File: src/rtl/tagged_value_pkg.sv
// tagged_value_pkg: value tags, payload sizes and frame states shared by serializer and deserializer
package tagged_value_pkg;
    typedef enum logic [1:0] {TYPE_EMPTY, TYPE_INT, TYPE_STRING, TYPE_REAL} value_type_e;
    typedef enum logic [1:0] {S_IDLE, S_TAG, S_LEN, S_PAYLOAD} ser_state_e;
    localparam int INT_BYTES  = 4;
    localparam int REAL_BYTES = 8;
endpackage

File: src/rtl/tagged_value_serializer.sv
// tagged_value_serializer: turns one tagged value into a TAG, LEN, payload byte frame
module tagged_value_serializer
    import tagged_value_pkg::*;
#(
    parameter int MAX_STR_BYTES = 16
) (
    input  logic                       clk,
    input  logic                       rst_n,
    input  logic                       in_valid,
    output logic                       in_ready,
    input  logic [1:0]                 in_type,
    input  logic [31:0]                in_int,
    input  logic [63:0]                in_real,
    input  logic [8*MAX_STR_BYTES-1:0] in_str,
    input  logic [7:0]                 in_str_len,
    output logic                       out_valid,
    input  logic                       out_ready,
    output logic [7:0]                 out_data,
    output logic                       out_last,
    output logic [15:0]                frame_count,
    output logic                       len_err
);
    localparam int PB = MAX_STR_BYTES > REAL_BYTES ? MAX_STR_BYTES : REAL_BYTES;
    localparam int PW = 8 * PB;
    localparam logic [7:0] STR_CAP = 8'(MAX_STR_BYTES);

    ser_state_e  state_q, state_d;
    value_type_e type_q, type_d;
    logic [7:0]  len_q, len_d;
    logic [7:0]  cnt_q, cnt_d;
    logic [PW-1:0] pay_q, pay_d;
    logic [15:0] frame_count_q, frame_count_d;
    logic        len_err_q, len_err_d;
    value_type_e in_type_e;
    logic [7:0]  str_len;
    logic [7:0]  pay_byte;

    assign in_type_e   = value_type_e'(in_type);
    assign str_len     = in_str_len > STR_CAP ? STR_CAP : in_str_len;
    assign pay_byte    = 8'(pay_q >> {cnt_q, 3'b000});
    assign in_ready    = state_q == S_IDLE;
    assign out_valid   = state_q != S_IDLE;
    assign out_last    = (state_q == S_LEN && len_q == 8'd0) ||
                         (state_q == S_PAYLOAD && cnt_q == len_q - 8'd1);
    assign out_data    = state_q == S_TAG     ? {6'b0, type_q} :
                         state_q == S_LEN     ? len_q :
                         state_q == S_PAYLOAD ? pay_byte : 8'h00;
    assign frame_count = frame_count_q;
    assign len_err     = len_err_q;

    // Frame sequencing: capture on accept, then step one byte per sink handshake
    always_comb begin
        state_d       = state_q;
        type_d        = type_q;
        len_d         = len_q;
        cnt_d         = cnt_q;
        pay_d         = pay_q;
        frame_count_d = frame_count_q;
        len_err_d     = 1'b0;
        case (state_q)
            S_IDLE: if (in_valid) begin
                state_d   = S_TAG;
                type_d    = in_type_e;
                cnt_d     = 8'd0;
                len_d     = in_type_e == TYPE_INT    ? 8'(INT_BYTES) :
                            in_type_e == TYPE_REAL   ? 8'(REAL_BYTES) :
                            in_type_e == TYPE_STRING ? str_len : 8'd0;
                pay_d     = in_type_e == TYPE_INT    ? PW'(in_int) :
                            in_type_e == TYPE_REAL   ? PW'(in_real) :
                            in_type_e == TYPE_STRING ? PW'(in_str) : '0;
                len_err_d = in_type_e == TYPE_STRING && in_str_len > STR_CAP;
            end
            S_TAG: if (out_ready) state_d = S_LEN;
            S_LEN: if (out_ready) state_d = len_q == 8'd0 ? S_IDLE : S_PAYLOAD;
            default: if (out_ready) begin
                state_d = out_last ? S_IDLE : S_PAYLOAD;
                cnt_d   = cnt_q + 8'd1;
            end
        endcase
        if (out_valid && out_ready && out_last) frame_count_d = frame_count_q + 16'd1;
    end

    // State and capture registers; reset abandons any frame in flight
    always_ff @(posedge clk or negedge rst_n) begin
        if (!rst_n) begin
            state_q       <= S_IDLE;
            type_q        <= TYPE_EMPTY;
            len_q         <= 8'd0;
            cnt_q         <= 8'd0;
            pay_q         <= '0;
            frame_count_q <= 16'd0;
            len_err_q     <= 1'b0;
        end else begin
            state_q       <= state_d;
            type_q        <= type_d;
            len_q         <= len_d;
            cnt_q         <= cnt_d;
            pay_q         <= pay_d;
            frame_count_q <= frame_count_d;
            len_err_q     <= len_err_d;
        end
    end
endmodule

File: config.mk
export PLATFORM = sky130hd
export DESIGN_NAME = tagged_value_serializer
export DESIGN_NICKNAME = d
export VERILOG_FILES = /design/src/rtl/tagged_value_pkg.sv /design/src/rtl/tagged_value_serializer.sv
export SDC_FILE = /design/constraint.sdc
export NUM_CORES = 1
export LEC_CHECK = 0
export ABC_AREA = 1
export BUFFER_PORTS_ARGS = -buffer_cell sky130_fd_sc_hd__clkbuf_2
export CAP_MARGIN = 10
export CORE_MARGIN = 5
export CORE_UTILIZATION = 47
export DETAILED_ROUTE_END_ITERATION = 8
export PLACE_DENSITY_LB_ADDON = 0.25
export SLEW_MARGIN = 20
export SYNTH_ARGS = -nofsm -noshare
export SYNTH_HDL_FRONTEND = slang
export SYNTH_SLANG_ARGS = --single-unit
export TNS_END_PERCENT = 1
File: constraint.sdc
create_clock -name clk -period 1.8 [get_ports clk]
set_input_delay 0.36 -clock clk [delete_from_list [all_inputs] [get_ports clk]]
set_output_delay 0.36 -clock clk [all_outputs]
set_load 0.005 [all_outputs]
==> metrics.cfg, run 1 <==
[route]
wirelength_um = 28900
post-route-drc-count = 0
via_per_inst = 5.33
drtIter0Drc = 517
dr.pass1.iters = 5
antenna_left = 0
via_count = 9153
wl_per_cell_um = 16.8

[clock_network]
numCtsBuffers = 17
cts.sinks = 165
htreeDepth = 4
clk_root_buffer_cell = clkbuf_16
cts_tree = built
postCtsSetupBuffers = 0
clock_latency_ns = 0.43
clock_path_buffers = 2
clk_pin_slew_ns = 0.07

[critical_path]
critPathCaptureType = output port
crit_chain = inv_2 > buf_6 > nor2_1 > o211ai_1 > nand3_1 > nand2_1 > nand2_1 > a21oi_2 > buf_2
slowest_delay_ns = 0.43
crit_type = reg2out
slowest_stage = dfrtp_2
cp_data_arrival_time_ns = 2.10
start_kind = register
worstPathMaxFanout = 19
worstPathRequired_ns = 1.44
cpMostUsedCell = nand2_1

[global_route]
grt_pass1_vias = 9160
grt_overflow = 0
track_usage = 0.266
grt_pass1_wl_um = 46400
grt_max_degree = 61
grt_antenna_before_repair = 3

[yosys]
mappedNetlistNets = 1433
ys.warnings.count = 0
synthesis.area_um2 = 8990
yosysSeqAreaShare = 0.459
synth_cell_types = 36
avgSynthCellArea_um2 = 7.58
syn_inst = 1187
ys_seq_elements = 165

[sta]
tightest_slew_ns = 0.420
fmax_ghz = 0.406
relSlewSlack = 0.720
finalCritPeriodShare = 1.37
finalCriticalPeriod_ns = 2.46
setup_ws_ns = -0.661
slew_violations = 0
fin_skew_ns = 0.0135
rsz0062_at_grt = true
hold_slack_ns = 0.138
hold_viol_final = 0
setup_viol = 9

[place]
place_area_um2 = 11000
gp_congestion = 0.921
port_buffers = 265
dp_hpwl_um = 22500

[floorplan]
coreArea_um2 = 18800
die_area_um2 = 22000
pin_count = 266
die_w_um = 148
initial_core_util = 0.479
die_h_um = 148
rows = 50

[final_layout]
final_common_cell = nand2_1
fin_nets = 1714
layout_common_cells = 324 x nand2_1, 261 x clkbuf_2, 162 x dfrtp_1, 133 x nor2_1, 103 x o21ai_0
layout-drive-gt1-share = 0.278
area_growth_pct = 30.2
final_area_um2 = 11700

[pwr]
p_leak_nw = 5.75
finalPower_mw = 17.9
cellPowerDensity_nw_per_um2 = 1530
ir_worst_vdd_v = 0.000831

[run_status]
violations = negative setup slack
status = finished with violations

[job]
max-cap-violations = 0

[hold_path]
hold_class = in2reg

[report_power, final]
part           leakage (nW)  switching, mW  internal (mW)
clock network         0.265           1.56           1.82
logic                  3.40           4.61           3.39
registers              2.09           1.17           5.35
[critical path, delay by kind of cell, from the launching register on]
family	cells	cell delay (ns)
simple gates	4	0.37
buf+inv	3	0.47
flops	1	0.43
compound gates	2	0.41
[final timing paths]
| kind | slack (ns) | startpoint | end | cells past startpoint |
|---|---|---|---|---|
| max reg2reg | 0.03 | len_q[1] | frame_count[5] | 12 |
| min in group asynchronous | 0.38 | rst_n | pay_q[92] | 2 |
| min | 0.14 | in_str[85] | pay_q[85] | 3 |
| max | -0.66 | cnt_q[0] | out_data[7] | 9 |
| min reg2reg | 0.50 | type_q[1] | type_q[1] | 2 |
| max in group asynchronous | 0.81 | rst_n | pay_q[9] | 3 |
[cells in the mapped netlist]
master	instances	area, µm²
a31oi_1	33	206
a221oi_1	9	78.8
nand2_1	327	1230
clkbuf_1	43	161
clkinv_1	1	3.75
nand3_1	59	295
and2_1	1	6.26
buf_2	23	115
nand4_1	3	18.8
nor2_2	1	6.26
o31ai_1	1	7.51
o21bai_1	1	7.51
a22oi_1	1	7.51
nor3_2	2	20.0
buf_6	2	22.5
o21ai_0	111	556
nand3b_1	2	15.0
nor2_1	139	522
a22o_1	32	280
ha_1	8	100
buf_1	5	18.8
xor2_1	9	78.8
xnor2_1	10	87.6
o211ai_1	8	60.1
dfrtp_1	165	4130
buf_4	1	7.51
nand3_2	1	10.0
clkbuf_2	1	5.00
a21oi_1	64	320
o21ai_1	2	10.0
nand2_4	2	22.5
a41oi_1	23	201
nor3_1	11	55.1
inv_2	4	15.0
inv_1	80	300
nor3b_1	2	15.0
[stage by stage]
| stage | utilization | TNS, ns | setup slack (ns) | cells |
|---|---|---|---|---|
| after floorplan | - | 0 | 0.00713 | 1187 |
| after global placement | 0.587 | -2.98 | -0.304 | 1682 |
| after detailed placement | 0.587 | -3.71 | -0.322 | 1682 |
| after CTS | 0.620 | -5.54 | -0.639 | 1715 |
| after global routing | 0.624 | -8.60 | -0.775 | 1716 |
| final | 0.624 | -5.24 | -0.661 | 1717 |
[flip-flops by register name, summed over array words and instances, names as in the netlist]
name	count
cnt_q	8
type_q	2
state_q	2
frame_count	16
len_err	1
pay_q	128
len_q	8
[timing repair]
action                     in CTS  in global routing
resized for setup              20                 30
pin swaps                       4                  2
hold buffers                    1                  0
setup endpoints to repair      87                134
hold endpoints to repair       28                  0
[layout make-up]
class / count / area [µm²]
multi-input cells: 862 / 4340
well taps: 234 / 293
fillers: 1713 / 7060
diodes: 2 / 5.00
inverters: 85 / 330
flip-flops and latches: 165 / 4130
clock inverters: 13 / 96.3
repair buffers: 337 / 2060
clock buffers: 19 / 443
[per-layer routing]
| metal | GRT usage | vias to the layer above | wire length (µm) |
|---|---|---|---|
| met1 | 0.352 | 4219 | 12300 |
| met2 | 0.428 | 356 | 13600 |
| li1 | - | 4522 | - |
| met3 | 0.0661 | 54 | 2080 |
| met5 | 0 | - | 11 |
| met4 | 0.0924 | 2 | 849 |
[kinds of logic after synthesis]
logic type / count (synthesis) / synth area share
buffers and inverters: 160 / 0.0722
AND/OR/NAND/NOR: 550 / 0.246
adder cells (fa/ha/maj): 8 / 0.0111
XOR/XNOR: 19 / 0.0185
flip-flops: 165 / 0.459
AO/OA/AOI/OAI: 285 / 0.193
Note: power is estimated with default switching activity, not from simulation.
==> run 2: changes to the inputs <==
--- a/config.mk
+++ b/config.mk
@@ -9,7 +9,7 @@
 export BUFFER_PORTS_ARGS = -buffer_cell sky130_fd_sc_hd__clkbuf_2
 export CAP_MARGIN = 10
 export CORE_MARGIN = 5
-export CORE_UTILIZATION = 47
+export CORE_UTILIZATION = 28
 export DETAILED_ROUTE_END_ITERATION = 8
 export PLACE_DENSITY_LB_ADDON = 0.25
 export SLEW_MARGIN = 20
==> metrics.cfg, run 2 (synthesized netlist as in run 1, its figures left out) <==
[run_status]
status = finished with violations
violations = negative setup slack

[final_layout]
seq_area_um2 = 4130  ; about the same
area_growth_pct = 36.3
fin_nets = 1736  ; +1.3%
layout-drive-gt1-share = 0.288  ; +0.0106
largest-register = pay_q
finalCoreUtilization = 0.387  ; -0.236
multi_input_area_um2 = 4350  ; +0.17%
final_common_cell = nand2_1
layout_common_cells = 322 x nand2_1, 261 x clkbuf_2, 163 x dfrtp_1, 134 x nor2_1, 100 x o21ai_0
n_fill_cell = 3312  ; +93%
largest_reg_flops = 128  ; unchanged
final_area_um2 = 12300  ; +4.7%

[critical_path]
worstPathRequired_ns = 1.44  ; about the same
critPathBufInv = 3  ; unchanged
start_kind = register
r2r_slack_ns = -0.08  ; -0.11 ns
worstPathMaxFanout = 27  ; +8
crit_chain = inv_4 > buf_12 > nor2_1 > o211ai_1 > nand3_1 > nand2_1 > nand2_1 > a21oi_2 > buf_2
cp_data_arrival_time_ns = 2.20  ; +0.10 ns
critPathCaptureType = output port
crit_type = reg2out
r2r-end = frame_count[6]
rr_worst_depth = 13  ; +1
cpMostUsedCell = nand2_1
crit_family = flip-flops
cp.depth = 9  ; unchanged
crit-reg2reg-launch = cnt_q[0]
slowest_delay_ns = 0.50  ; +0.07 ns
slowest_stage = dfrtp_2

[place]
place_ws_ns = -0.314  ; +0.00827 ns
port_buffers = 265  ; unchanged
gp_congestion = 0.883  ; -4.1%
dp_hpwl_um = 25700  ; +14%
place_area_um2 = 11500  ; +4.2%

[floorplan]
die_w_um = 189  ; +28%
initial_core_util = 0.284  ; -0.195
pin_count = 266  ; unchanged
rows = 65  ; +30%
die_h_um = 189  ; +28%
die_area_um2 = 35800  ; +63%
coreArea_um2 = 31600  ; +69%

[sta]
setup_viol = 25  ; +16
finalCritPeriodShare = 1.42  ; +0.0525
hold_viol_final = 0  ; unchanged
relSlewSlack = 0.657  ; -0.0637
finalCriticalPeriod_ns = 2.56  ; +0.0945 ns
fin_skew_ns = 0.0113  ; -0.00223 ns
tightest_slew_ns = 0.514  ; +0.0949 ns
slew_violations = 0  ; unchanged
setup_ws_ns = -0.756  ; -0.0945 ns
fmax_ghz = 0.391  ; -3.7%
rsz0062_at_grt = true

[hold_path]
whs_path_depth = 3  ; unchanged
hold_class = in2reg
hold_start = in_str[78]
hold_path_end = pay_q[78]

[clock_network]
clk_pin_slew_ns = 0.08  ; about the same
numCtsBuffers = 17  ; unchanged
htreeDepth = 4  ; unchanged
clock_latency_ns = 0.43  ; about the same
clock_path_buffers = 2  ; unchanged
postCtsSetupBuffers = 0  ; unchanged
cts_tree = built
clk_root_buffer_cell = clkbuf_16
cts.sinks = 165  ; unchanged

[global_route]
grt_pass1_wl_um = 52200  ; +12%
grt_max_degree = 58  ; -4.9%
track_usage = 0.185  ; -0.0813
grt_pass1_vias = 9364  ; +2.2%
grt_antenna_before_repair = 3  ; unchanged
grt_overflow = 0  ; unchanged

[pwr]
pwr-share-clk = 0.198  ; +0.009
netSwitchingFraction = 0.419  ; +0.00864
p_leak_nw = 5.93  ; +3.2%
cellPowerDensity_nw_per_um2 = 1540  ; +1.0%
p_seq_frac = 0.344  ; -0.020
finalPower_mw = 18.9  ; +5.8%
power_frac_comb = 0.457  ; +0.010
p_int_mw = 11.0  ; +4.2%
ir_worst_vdd_v = 0.000805  ; -3.2%
p_switching_mw = 7.92  ; +8.0%

[route]
wl_per_cell_um = 17.3  ; +2.8%
dr.pass1.iters = 5  ; unchanged
drtIter0Drc = 556  ; +7.5%
wirelength_um = 33000  ; +14%
via_count = 9210  ; +0.62%
post-route-drc-count = 0  ; unchanged
via_per_inst = 4.83  ; -9.4%
antenna_left = 0  ; unchanged

[job]
max-cap-violations = 0  ; unchanged

[run 2: cell types whose count changed in the layout (fill, tap and decap cells not counted), sizes merged]
| cell | previous run | this run |
|---|---|---|
| clkbuf | 280 | 278 |
| clkinv | 7 | 12 |
| buf | 75 | 97 |
| clkinvlp | 3 | 0 |
| diode | 2 | 1 |
[run 2: how the worst max path moves through the flow]
stage             start          end  slack, ns
2_1_floorplan  len_q[0]     out_last      0.007
3_3_place_gp   cnt_q[0]  out_data[7]      -0.29
3_5_place_dp   cnt_q[0]  out_data[7]      -0.31
4_1_cts        cnt_q[0]  out_data[5]      -0.76
5_1_grt        cnt_q[0]  out_data[1]      -0.89
6_report       cnt_q[0]  out_data[7]      -0.76
[run 2: power groups by stage]
stage          sequential (mW)  combinational, mW  clock, mW
5_1_grt                   6.68               9.79       4.00
4_1_cts                   6.50               8.54       3.85
2_1_floorplan             5.98               5.00          0
3_3_place_gp              6.53               8.22          0
6_report                  6.52               8.66       3.75
3_5_place_dp              6.54               8.29          0
[run 2: cell type report]
class,count,area share
multi-input cells,862,0.355
flip-flops and latches,165,0.337
repair buffers,359,0.189
well taps,402,0.0410
clock buffers,17,0.0347
inverters,85,0.0273
clock inverters,15,0.0154
diodes,1,0.000204
[run 2: worst register-to-register path, delay by kind of cell, from the launching register on]
| family | cells | cell delay, ns |
|---|---|---|
| AND/OR/NAND/NOR | 9 | 0.77 |
| flip-flops | 1 | 0.51 |
| buffers and inverters | 4 | 0.57 |
[run 2: stage by stage]
step	cells	setup TNS, ns	hold slack [ns]
finish	1906	-7.52	0.138
CTS	1905	-7.59	0.118
detailed placement	1872	-15.66	0.242
floorplan	1187	0	0.0644
global placement	1872	-10.27	0.240
global route	1906	-12.35	0.137
[run 2: per-layer routing]
| layer | wire (µm) | global-route usage |
|---|---|---|
| met1 | 14700 | 0.248 |
| met2 | 15100 | 0.294 |
| met3 | 2450 | 0.0470 |
| met4 | 769 | 0.0565 |
| met5 | 27 | 0 |
[run 2: what timing repair did]
| action | in CTS | in global routing |
|---|---|---|
| pin swaps | 4 | 3 |
| gates resized for setup | 27 | 26 |
| endpoints found under the hold margin | 21 | 0 |
| hold buffers | 1 | 0 |
| setup endpoints to repair | 150 | 115 |
==> run 3: changes to the inputs <==
--- a/config.mk
+++ b/config.mk
@@ -6,12 +6,13 @@
 export NUM_CORES = 1
 export LEC_CHECK = 0
 export ABC_AREA = 1
-export BUFFER_PORTS_ARGS = -buffer_cell sky130_fd_sc_hd__clkbuf_2
 export CAP_MARGIN = 10
 export CORE_MARGIN = 5
 export CORE_UTILIZATION = 28
 export DETAILED_ROUTE_END_ITERATION = 8
+export DONT_BUFFER_PORTS = 1
 export PLACE_DENSITY_LB_ADDON = 0.25
+export RECOVER_POWER = 50
 export SLEW_MARGIN = 20
 export SYNTH_ARGS = -nofsm -noshare
 export SYNTH_HDL_FRONTEND = slang
==> metrics.cfg, run 3 (synthesized netlist as in run 1, its figures left out) <==
[floorplan]
die_w_um = 189  ; unchanged
die_h_um = 189  ; unchanged
initial_core_util = 0.284  ; unchanged
pin_count = 266  ; unchanged
rows = 65  ; unchanged
die_area_um2 = 35800  ; unchanged
coreArea_um2 = 31600  ; unchanged

[final_layout]
largest_reg_flops = 128  ; unchanged
antenna_cells = 0  ; -1
n_fill_cell = 3303  ; -0.27%
area_growth_pct = 24.6
final_common_cell = nand2_1
layout_common_cells = 315 x nand2_1, 163 x dfrtp_1, 132 x nor2_1, 89 x buf_4, 84 x o21ai_0
largest-register = pay_q
fin_nets = 1495  ; -14%
final_area_um2 = 11200  ; -8.6%
finalCoreUtilization = 0.354  ; -0.0333
layout-drive-gt1-share = 0.174  ; -0.114

[critical_path]
crit_type = reg2out
r2r-end = frame_count[8]
start_kind = register
cp_data_arrival_time_ns = 2.11  ; -0.09 ns
rr_worst_depth = 13  ; unchanged
crit-reg2reg-launch = cnt_q[0]
worstPathMaxFanout = 8  ; -70%
r2r_slack_ns = -0.13  ; -0.05 ns
critPathCaptureType = output port
worstPathRequired_ns = 1.44  ; about the same

[place]
dp_hpwl_um = 25500  ; -0.71%
gp_congestion = 0.847  ; -4.1%
port_buffers = 0  ; -100%
place_area_um2 = 10200  ; -11%

[route]
antenna_left = 0  ; unchanged
post-route-drc-count = 0  ; unchanged
dr.pass1.iters = 5  ; unchanged
via_per_inst = 5.06  ; +4.7%
wirelength_um = 33200  ; +0.69%
via_count = 8422  ; -8.6%
drtIter0Drc = 543  ; -2.3%
wl_per_cell_um = 20.0  ; +15%

[sta]
setup_ws_ns = -0.667  ; +0.0884 ns
setup_viol = 25  ; unchanged
tightest_slew_ns = 0.479  ; -0.0354 ns
slew_violations = 0  ; unchanged
finalCriticalPeriod_ns = 2.47  ; -0.0884 ns
hold_viol_final = 165  ; +165
rsz0062_at_grt = true
hold_slack_ns = -0.392  ; -0.530 ns
finalCritPeriodShare = 1.37  ; -0.0491
fin_skew_ns = 0.00967  ; -0.00165 ns
relSlewSlack = 0.681  ; +0.0240
final.setup.tns_ns = -7.74  ; -0.227 ns
fmax_ghz = 0.405  ; +3.6%

[global_route]
grt_pass1_vias = 8694  ; -7.2%
track_usage = 0.185  ; +0.000453
grt_overflow = 0  ; unchanged
grt_max_degree = 166  ; +190%
grt_antenna_before_repair = 1  ; -2
grt_pass1_wl_um = 51200  ; -1.8%

[clock_network]
htreeDepth = 4  ; unchanged
clk_pin_slew_ns = 0.07  ; about the same
clk_root_buffer_cell = clkbuf_16
cts.sinks = 165  ; unchanged
cts_tree = built
numCtsBuffers = 17  ; unchanged
clock_latency_ns = 0.44  ; about the same
clock_path_buffers = 2  ; unchanged

[run_status]
violations = negative hold slack, negative setup slack
status = finished with violations

[pwr]
ir_worst_vdd_v = 0.000887  ; +10%
cellPowerDensity_nw_per_um2 = 1740  ; +12%
p_leak_nw = 4.96  ; -16%

[hold_path]
hold_class = in2async

[job]
max-cap-violations = 0  ; unchanged

-- run 3: how the worst max path moves through the flow --
stage          startpoint          end  slack [ns]  depth (start not counted)
2_1_floorplan    len_q[0]     out_last       0.007                         10
5_1_grt          cnt_q[0]  out_data[0]       -0.83                         11
6_report         cnt_q[0]  out_data[5]       -0.67                         11
3_3_place_gp     cnt_q[0]  out_data[1]       -0.45                         12
4_1_cts          cnt_q[0]  out_data[4]       -0.75                         10
3_5_place_dp     cnt_q[0]  out_data[1]       -0.45                         12
-- run 3: metal layers --
metal / track usage / share of wire / up-vias
li1: - / - / 4097
met1: 0.249 / 0.45 / 4021
met2: 0.299 / 0.46 / 275
met3: 0.0492 / 0.066 / 27
met4: 0.0451 / 0.015 / 2
met5: 0 / 0.00045 / -
-- run 3: final cells by class --
cell class                      count  area (µm²)  area share
Tap cell                          402         503      0.0449
Clock inverter                     13         135      0.0121
Multi-Input combinational cell    862        4510       0.402
Sequential cell                   165        4130       0.369
Inverter                           85         330      0.0295
Clock buffer                       19         443      0.0395
Timing Repair Buffer              118        1150       0.103
-- run 3: worst max-delay path: stages (launching register included) --
cell and delay [ns]:
dfrtp_2 0.44, buf_12 0.17, buf_6 0.11, buf_6 0.09, o21ai_2 0.04, o211ai_1 0.21
nand3_2 0.13, nand2_2 0.09, nand2_2 0.05, a21oi_2 0.11, buf_4 0.13, buf_6 0.09
-- run 3: power by group --
| part | leakage [nW] | internal, mW | switching, mW |
|---|---|---|---|
| combinational | 2.59 | 4.10 | 5.08 |
| sequential | 2.09 | 5.34 | 1.22 |
| clock | 0.289 | 1.99 | 1.72 |
-- run 3: what timing repair did --
action / in CTS / in global routing
cloned: 2 / 0
endpoints found under the hold margin: 165 / 166
gates resized for setup: 68 / 43
pin swaps: 27 / 21
setup endpoints to repair: 135 / 97
buffers inserted: 6 / 0
-- run 3: per-stage QoR --
| step | hold slack (ns) | std cells | setup WS (ns) | total power, mW |
|---|---|---|---|---|
| final | -0.392 | 1664 | -0.667 | 19.5 |
| after floorplan | 0.0644 | 1187 | 0.00713 | 11.0 |
| after global placement | 0.0726 | 1625 | -0.450 | 14.7 |
| after detailed placement | 0.0725 | 1625 | -0.452 | 14.7 |
| after global routing | -0.419 | 1664 | -0.829 | 20.9 |
| after CTS | -0.414 | 1663 | -0.747 | 19.3 |
